File: config.mk
export PLATFORM = sky130hd
export DESIGN_NAME = execute_stage_buffer
export DESIGN_NICKNAME = d
export VERILOG_FILES = /design/src/rtl/execute_stage_buffer.sv
export SDC_FILE = /design/constraint.sdc
export NUM_CORES = 1
export LEC_CHECK = 0
export ABC_AREA = 1
export CAP_MARGIN = 20
export CORE_MARGIN = 3
export CORE_UTILIZATION = 30
export DETAILED_ROUTE_END_ITERATION = 8
export GPL_ROUTABILITY_DRIVEN = 0
export PLACE_DENSITY = 0.65
export SLEW_MARGIN = 40
export SYNTH_ARGS = -nofsm -noshare
export SYNTH_HDL_FRONTEND = slang
export SYNTH_SLANG_ARGS = --single-unit
File: constraint.sdc
create_clock -name clk -period 2.45 [get_ports clk]
set_input_delay 0.49 -clock clk [delete_from_list [all_inputs] [get_ports clk]]
set_output_delay 0.49 -clock clk [all_outputs]
set_load 0.02 [all_outputs]
File: src/rtl/execute_stage_buffer.sv
`default_nettype none
// ============================================================================
// Module   : execute_stage_buffer
// Brief    : EX->MEM circular buffer with register forwarding and redirect pulse
// Revision : 1.0 - initial release
// ============================================================================
module execute_stage_buffer #(
    parameter int DATA_WIDTH     = 64,
    parameter int DEPTH          = 2,
    parameter int REG_ADDR_WIDTH = 5,
    parameter int REG_DATA_WIDTH = 32,
    parameter int PC_WIDTH       = 32
) (
    input  logic                        clk,
    input  logic                        rst,
    input  logic                        in_valid,
    output logic                        in_ready,
    input  logic [DATA_WIDTH-1:0]       in_payload,
    input  logic                        in_rd_wen,
    input  logic [REG_ADDR_WIDTH-1:0]   in_rd_addr,
    input  logic [REG_DATA_WIDTH-1:0]   in_rd_data,
    input  logic                        in_br_taken,
    input  logic [PC_WIDTH-1:0]         in_br_target,
    output logic                        out_valid,
    input  logic                        out_ready,
    output logic [DATA_WIDTH-1:0]       out_payload,
    input  logic                        flush,
    input  logic [REG_ADDR_WIDTH-1:0]   fwd_rs1_addr,
    input  logic [REG_ADDR_WIDTH-1:0]   fwd_rs2_addr,
    output logic                        fwd_rs1_hit,
    output logic                        fwd_rs2_hit,
    output logic [REG_DATA_WIDTH-1:0]   fwd_rs1_data,
    output logic [REG_DATA_WIDTH-1:0]   fwd_rs2_data,
    output logic                        irreg_pc_valid,
    output logic [PC_WIDTH-1:0]         irreg_pc,
    output logic [$clog2(DEPTH+1)-1:0]  occupancy
);

    localparam int PTR_W = $clog2(DEPTH);
    localparam int CNT_W = $clog2(DEPTH+1);
    localparam logic [PTR_W-1:0] LAST_PTR = PTR_W'(DEPTH-1);
    localparam logic [CNT_W-1:0] FULL_CNT = CNT_W'(DEPTH);
    localparam logic [PTR_W:0]   SLOT_LIM = (PTR_W+1)'(DEPTH);

    logic [DATA_WIDTH-1:0]     r_payload [DEPTH];
    logic [REG_ADDR_WIDTH-1:0] r_rd_addr [DEPTH];
    logic [REG_DATA_WIDTH-1:0] r_rd_data [DEPTH];
    logic [DEPTH-1:0]          r_rd_wen;
    logic [PTR_W-1:0]          r_head;
    logic [PTR_W-1:0]          r_tail;
    logic [CNT_W-1:0]          r_count;
    logic                      r_irq_valid;
    logic [PC_WIDTH-1:0]       r_irq_pc;

    logic                      w_push;
    logic                      w_pop;
    logic [REG_DATA_WIDTH:0]   w_rs1_res;
    logic [REG_DATA_WIDTH:0]   w_rs2_res;

    assign in_ready       = (r_count != FULL_CNT);
    assign out_valid      = (r_count != '0);
    assign out_payload    = r_payload[r_head];
    assign occupancy      = r_count;
    assign irreg_pc_valid = r_irq_valid;
    assign irreg_pc       = r_irq_pc;

    assign w_push = in_valid & in_ready & ~flush;
    assign w_pop  = out_valid & out_ready & ~flush;

    always_ff @(posedge clk or negedge rst) begin
        if (!rst) begin
            r_head      <= '0;
            r_tail      <= '0;
            r_count     <= '0;
            r_rd_wen    <= '0;
            r_irq_valid <= 1'b0;
            r_irq_pc    <= '0;
            for (int i = 0; i < DEPTH; i++) begin
                r_payload[i] <= '0;
                r_rd_addr[i] <= '0;
                r_rd_data[i] <= '0;
            end
        end else begin
            r_irq_valid <= w_push & in_br_taken;
            if (w_push & in_br_taken) begin
                r_irq_pc <= in_br_target;
            end
            if (flush) begin
                r_head  <= '0;
                r_tail  <= '0;
                r_count <= '0;
            end else begin
                if (w_push) begin
                    r_payload[r_tail] <= in_payload;
                    r_rd_wen[r_tail]  <= in_rd_wen;
                    r_rd_addr[r_tail] <= in_rd_addr;
                    r_rd_data[r_tail] <= in_rd_data;
                    r_tail <= (r_tail == LAST_PTR) ? '0 : r_tail + 1'b1;
                end
                if (w_pop) begin
                    r_head <= (r_head == LAST_PTR) ? '0 : r_head + 1'b1;
                end
                case ({w_push, w_pop})
                    2'b10:   r_count <= r_count + 1'b1;
                    2'b01:   r_count <= r_count - 1'b1;
                    default: r_count <= r_count;
                endcase
            end
        end
    end

    // Walk oldest to youngest so the last match (youngest) wins; slot wraps for non-pow2 depth.
    function automatic logic [REG_DATA_WIDTH:0] fwd_lookup(input logic [REG_ADDR_WIDTH-1:0] query);
        logic [REG_DATA_WIDTH:0] res;
        logic [PTR_W:0]          slot;
        res = '0;
        for (int i = 0; i < DEPTH; i++) begin
            slot = {1'b0, r_head} + (PTR_W+1)'(i);
            if (slot >= SLOT_LIM) begin
                slot = slot - SLOT_LIM;
            end
            if ((CNT_W'(i) < r_count) && r_rd_wen[slot[PTR_W-1:0]] &&
                (r_rd_addr[slot[PTR_W-1:0]] == query) && (query != '0)) begin
                res = {1'b1, r_rd_data[slot[PTR_W-1:0]]};
            end
        end
        return res;
    endfunction

    assign w_rs1_res    = fwd_lookup(fwd_rs1_addr);
    assign w_rs2_res    = fwd_lookup(fwd_rs2_addr);
    assign fwd_rs1_hit  = w_rs1_res[REG_DATA_WIDTH];
    assign fwd_rs1_data = w_rs1_res[REG_DATA_WIDTH-1:0];
    assign fwd_rs2_hit  = w_rs2_res[REG_DATA_WIDTH];
    assign fwd_rs2_data = w_rs2_res[REG_DATA_WIDTH-1:0];

endmodule
`default_nettype wire

==> out/metrics.csv <==
metric;value;unit
placedCellCount;2461;
hold_path.class;in -> reg;
synth_compound_area_share;11.28;%
grt_max_degree;129;
violations;setup timing;
synth_common_cells;nand2_1 (696), o21ai_0 (275), dfrtp_1 (241);
clock.fmax;334.9;MHz
core-area;40100;µm²
syn_to_final_growth;42.77;%
vias_per_cell;4.819;
cts_sinks;241;
hold-worst-slack;0.4704;ns
clockBufferDepth;3;
die_y;208.4;µm
vias;12170;
cp_num_cells;11;
dp_hpwl;26440;µm
grt_pass1_vias;11630;
drt_pass1_iterations;6;
setup_viol;130;
drc;0;
synth-seq-area-share;49.08;%
portBuffers;316;
synthMuxAreaShare;0.09164;%
first_iter_violations;999;
synth.most_common_cell;nand2_1;
total_power;18.24;mW
nNetsFinal;2135;
synth.top_cell.area_share;49.08;%
async_flop_share;100.0;%
die-area;43420;µm²
routed-wl-met3;4265;µm
dpl_cell_area;16210;µm²
globalRouteTotalUtil;17.19;%
stdcell_count;2526;
rows;73;
critPathLaunchType;register;
synth_adder_area_share;0.3055;%
ys_top_cells_by_area;dfrtp_1 (49%), nand2_1 (21%), o21ai_0 (11%), inv_1 (4.9%), nand3_1 (4.2%);
cp.required;1.96;ns
fp.dieW;208.4;µm
vdd_drop_max;0.0005942;V
max_stage_delay;0.53;ns
slowest_stage;dfrtp_4;
timing.setup.critical_path_class;reg -> out;
drive_gt1_share;10.85;%
power_density;1040;nW/µm²
clock_latency;0.54;ns
ant_nets;0;
synth-edff-count;0;
critPathCaptureType;output port;
synth_top_family_by_area;simple AND/OR/NAND/NOR gates;
grt_pass1_wl;62310;µm
worstMarginPinSlew;0.5689;ns
ff2ff_path_depth;10;
dr_wl_met2;18010;µm
hold_viol;0;
cp_data_arrival_time;2.50;ns
clockRootBuffer;clkbuf_16;
drt-total-wl;39000;µm
status;finished, violations left;
fin_crit_sh;121.9;%
m1WireLength;15660;µm
setup_ws;-0.5363;ns
cts_tree;built;
whs_path_depth;3;
grt.overflow.total;0;
rsz0062_at_grt;yes;
wl_per_cell;15.44;µm
seq_area;6035;µm²
synth_cell_types;21;
ios;317;
finish.instance_area;17540;µm²
max_slew_margin;62.08;%
cts_buffers;28;
utilization;43.75;%
crit_chain;buf_12 -> nand2_1 -> o21ai_0 -> nand2_1 -> nand4_1 -> nor2_4 -> buf_4 -> buf_12 -> nand3_1 -> nand2_2 -> buf_6;
yosysWarnings;0;
cp_num_buf_inv;4;
cap_violations;0;
finClkSkew;0.009843;ns
leakagePower;8.766;nW
ys_ff_latch;241;
multi_input_area;5259;µm²
synth_xor_xnor_area_share;0;%
cp_max_fo;23;
syn_nets;1840;
synth_area;12290;µm²
clk_pin_slew;0.06;ns
netlist.top_cell.by_area;dfrtp_1;
min_period;2.986;ns
ys.flop_type;dfrtp_1;
syn_avg_cell_area;7.284;µm²
slew_viol_final;0;
syn_inst;1687;
antenna_found_initial;2;
synthSimpleGateAreaFrac;29.86;%
cp_top_family;simple AND/OR/NAND/NOR gates;
start_util;30.65;%
fillerInstances;4007;
highest_layer;met5;
h-tree-depth;1;
worst reg2reg max path: cells and delay by family, from the launching register on:
kind | cells | cell delay, ns
and+or+nand+nor | 3 | 0.24
AOI/OAI and AO/OA | 1 | 0.31
buffers and inverters | 5 | 0.75
adders and majority gates | 1 | 0.15
DFF | 1 | 0.39
sequential cells by signal (all words and copies together), names as in the netlist:
| register | cells |
|---|---|
| r_rd_data | 64 |
| r_tail | 1 |
| r_head | 1 |
| irreg_pc_valid | 1 |
| irreg_pc | 32 |
| r_rd_addr | 10 |
| r_rd_wen | 2 |
| r_payload | 128 |
| occupancy | 2 |
metrics by stage:
stage	setup WS, ns	setup TNS [ns]
2_1_floorplan	0.08401	0
3_3_place_gp	-0.6793	-55.90
3_5_place_dp	-0.7075	-57.99
4_1_cts	-0.5647	-60.10
5_1_grt	-0.6531	-69.03
6_report	-0.5363	-55.41
final timing paths:
check | start | end | slack, ns
max in group asynchronous | rst | r_rd_data[5] | 1.25
setup reg to reg | occupancy[0] | r_payload[5] | 0.45
hold reg to reg | irreg_pc[9] | irreg_pc[9] | 0.48
setup / recovery | r_head | fwd_rs1_data[12] | -0.54
min in group asynchronous | rst | r_payload[107] | 0.48
hold / removal | in_br_target[10] | irreg_pc[10] | 0.47
kinds of logic after synthesis:
kind of cell	after synthesis
buf+inv	277
flops	241
mux	1
compound gates	277
simple gates	888
fa+ha+maj	3
metal layers:
metal,track usage [%],vias up
met3,6.288,87
met2,28.46,533
met5,0,-
li1,-,5948
met1,21.33,5601
met4,4.394,4
power breakdown:
part           switching, mW  internal (mW)  total [mW]
Clock                   1.65           2.37        4.02
Sequential             0.996           5.65        6.65
Combinational           4.48           3.09        7.57
placed cells by master, fill, tap and decap left out, types with 2 or more instances in the layout:
cell / Yosys / layout
nand2_1: 696 / 671
o21ai_0: 275 / 274
clkdlybuf4s50_1: 0 / 247
dfrtp_1: 241 / 240
inv_1: 162 / 161
nand3_1: 103 / 100
nand4_1: 67 / 67
buf_6: 7 / 62
buf_4: 4 / 38
clkbuf_16: 0 / 28
nand2_2: 1 / 23
buf_12: 0 / 22
nor2_1: 11 / 10
nor2_4: 1 / 9
clkbuf_8: 0 / 6
clkbuf_1: 58 / 5
clkinv_2: 0 / 5
buf_16: 0 / 5
nand2_4: 0 / 3
nand3_2: 2 / 3
ha_1: 3 / 3
inv_2: 1 / 2
nand3_4: 0 / 2
clkinv_4: 0 / 2
dlygate4sd2_1: 0 / 2
layout make-up:
| cell class | count | area share, % |
|---|---|---|
| Clock inverter | 9 | 0.5064 |
| Antenna cell | 1 | 0.01426 |
| Tap cell | 525 | 3.744 |
| Multi-Input combinational cell | 1169 | 29.98 |
| Clock buffer | 39 | 4.572 |
| Timing Repair Buffer | 378 | 23.24 |
| Sequential cell | 241 | 34.40 |
| Inverter | 164 | 3.552 |
timing repair:
item,4_1_cts,5_1_grt
endpoints found under the setup margin,132,130
gates resized for setup,407,35
cloned,4,0
buffers inserted,9,3
endpoints found under the hold margin,62,0
pin swaps,5,5
hold buffers,1,0
Power figures use the tool's default switching activity.
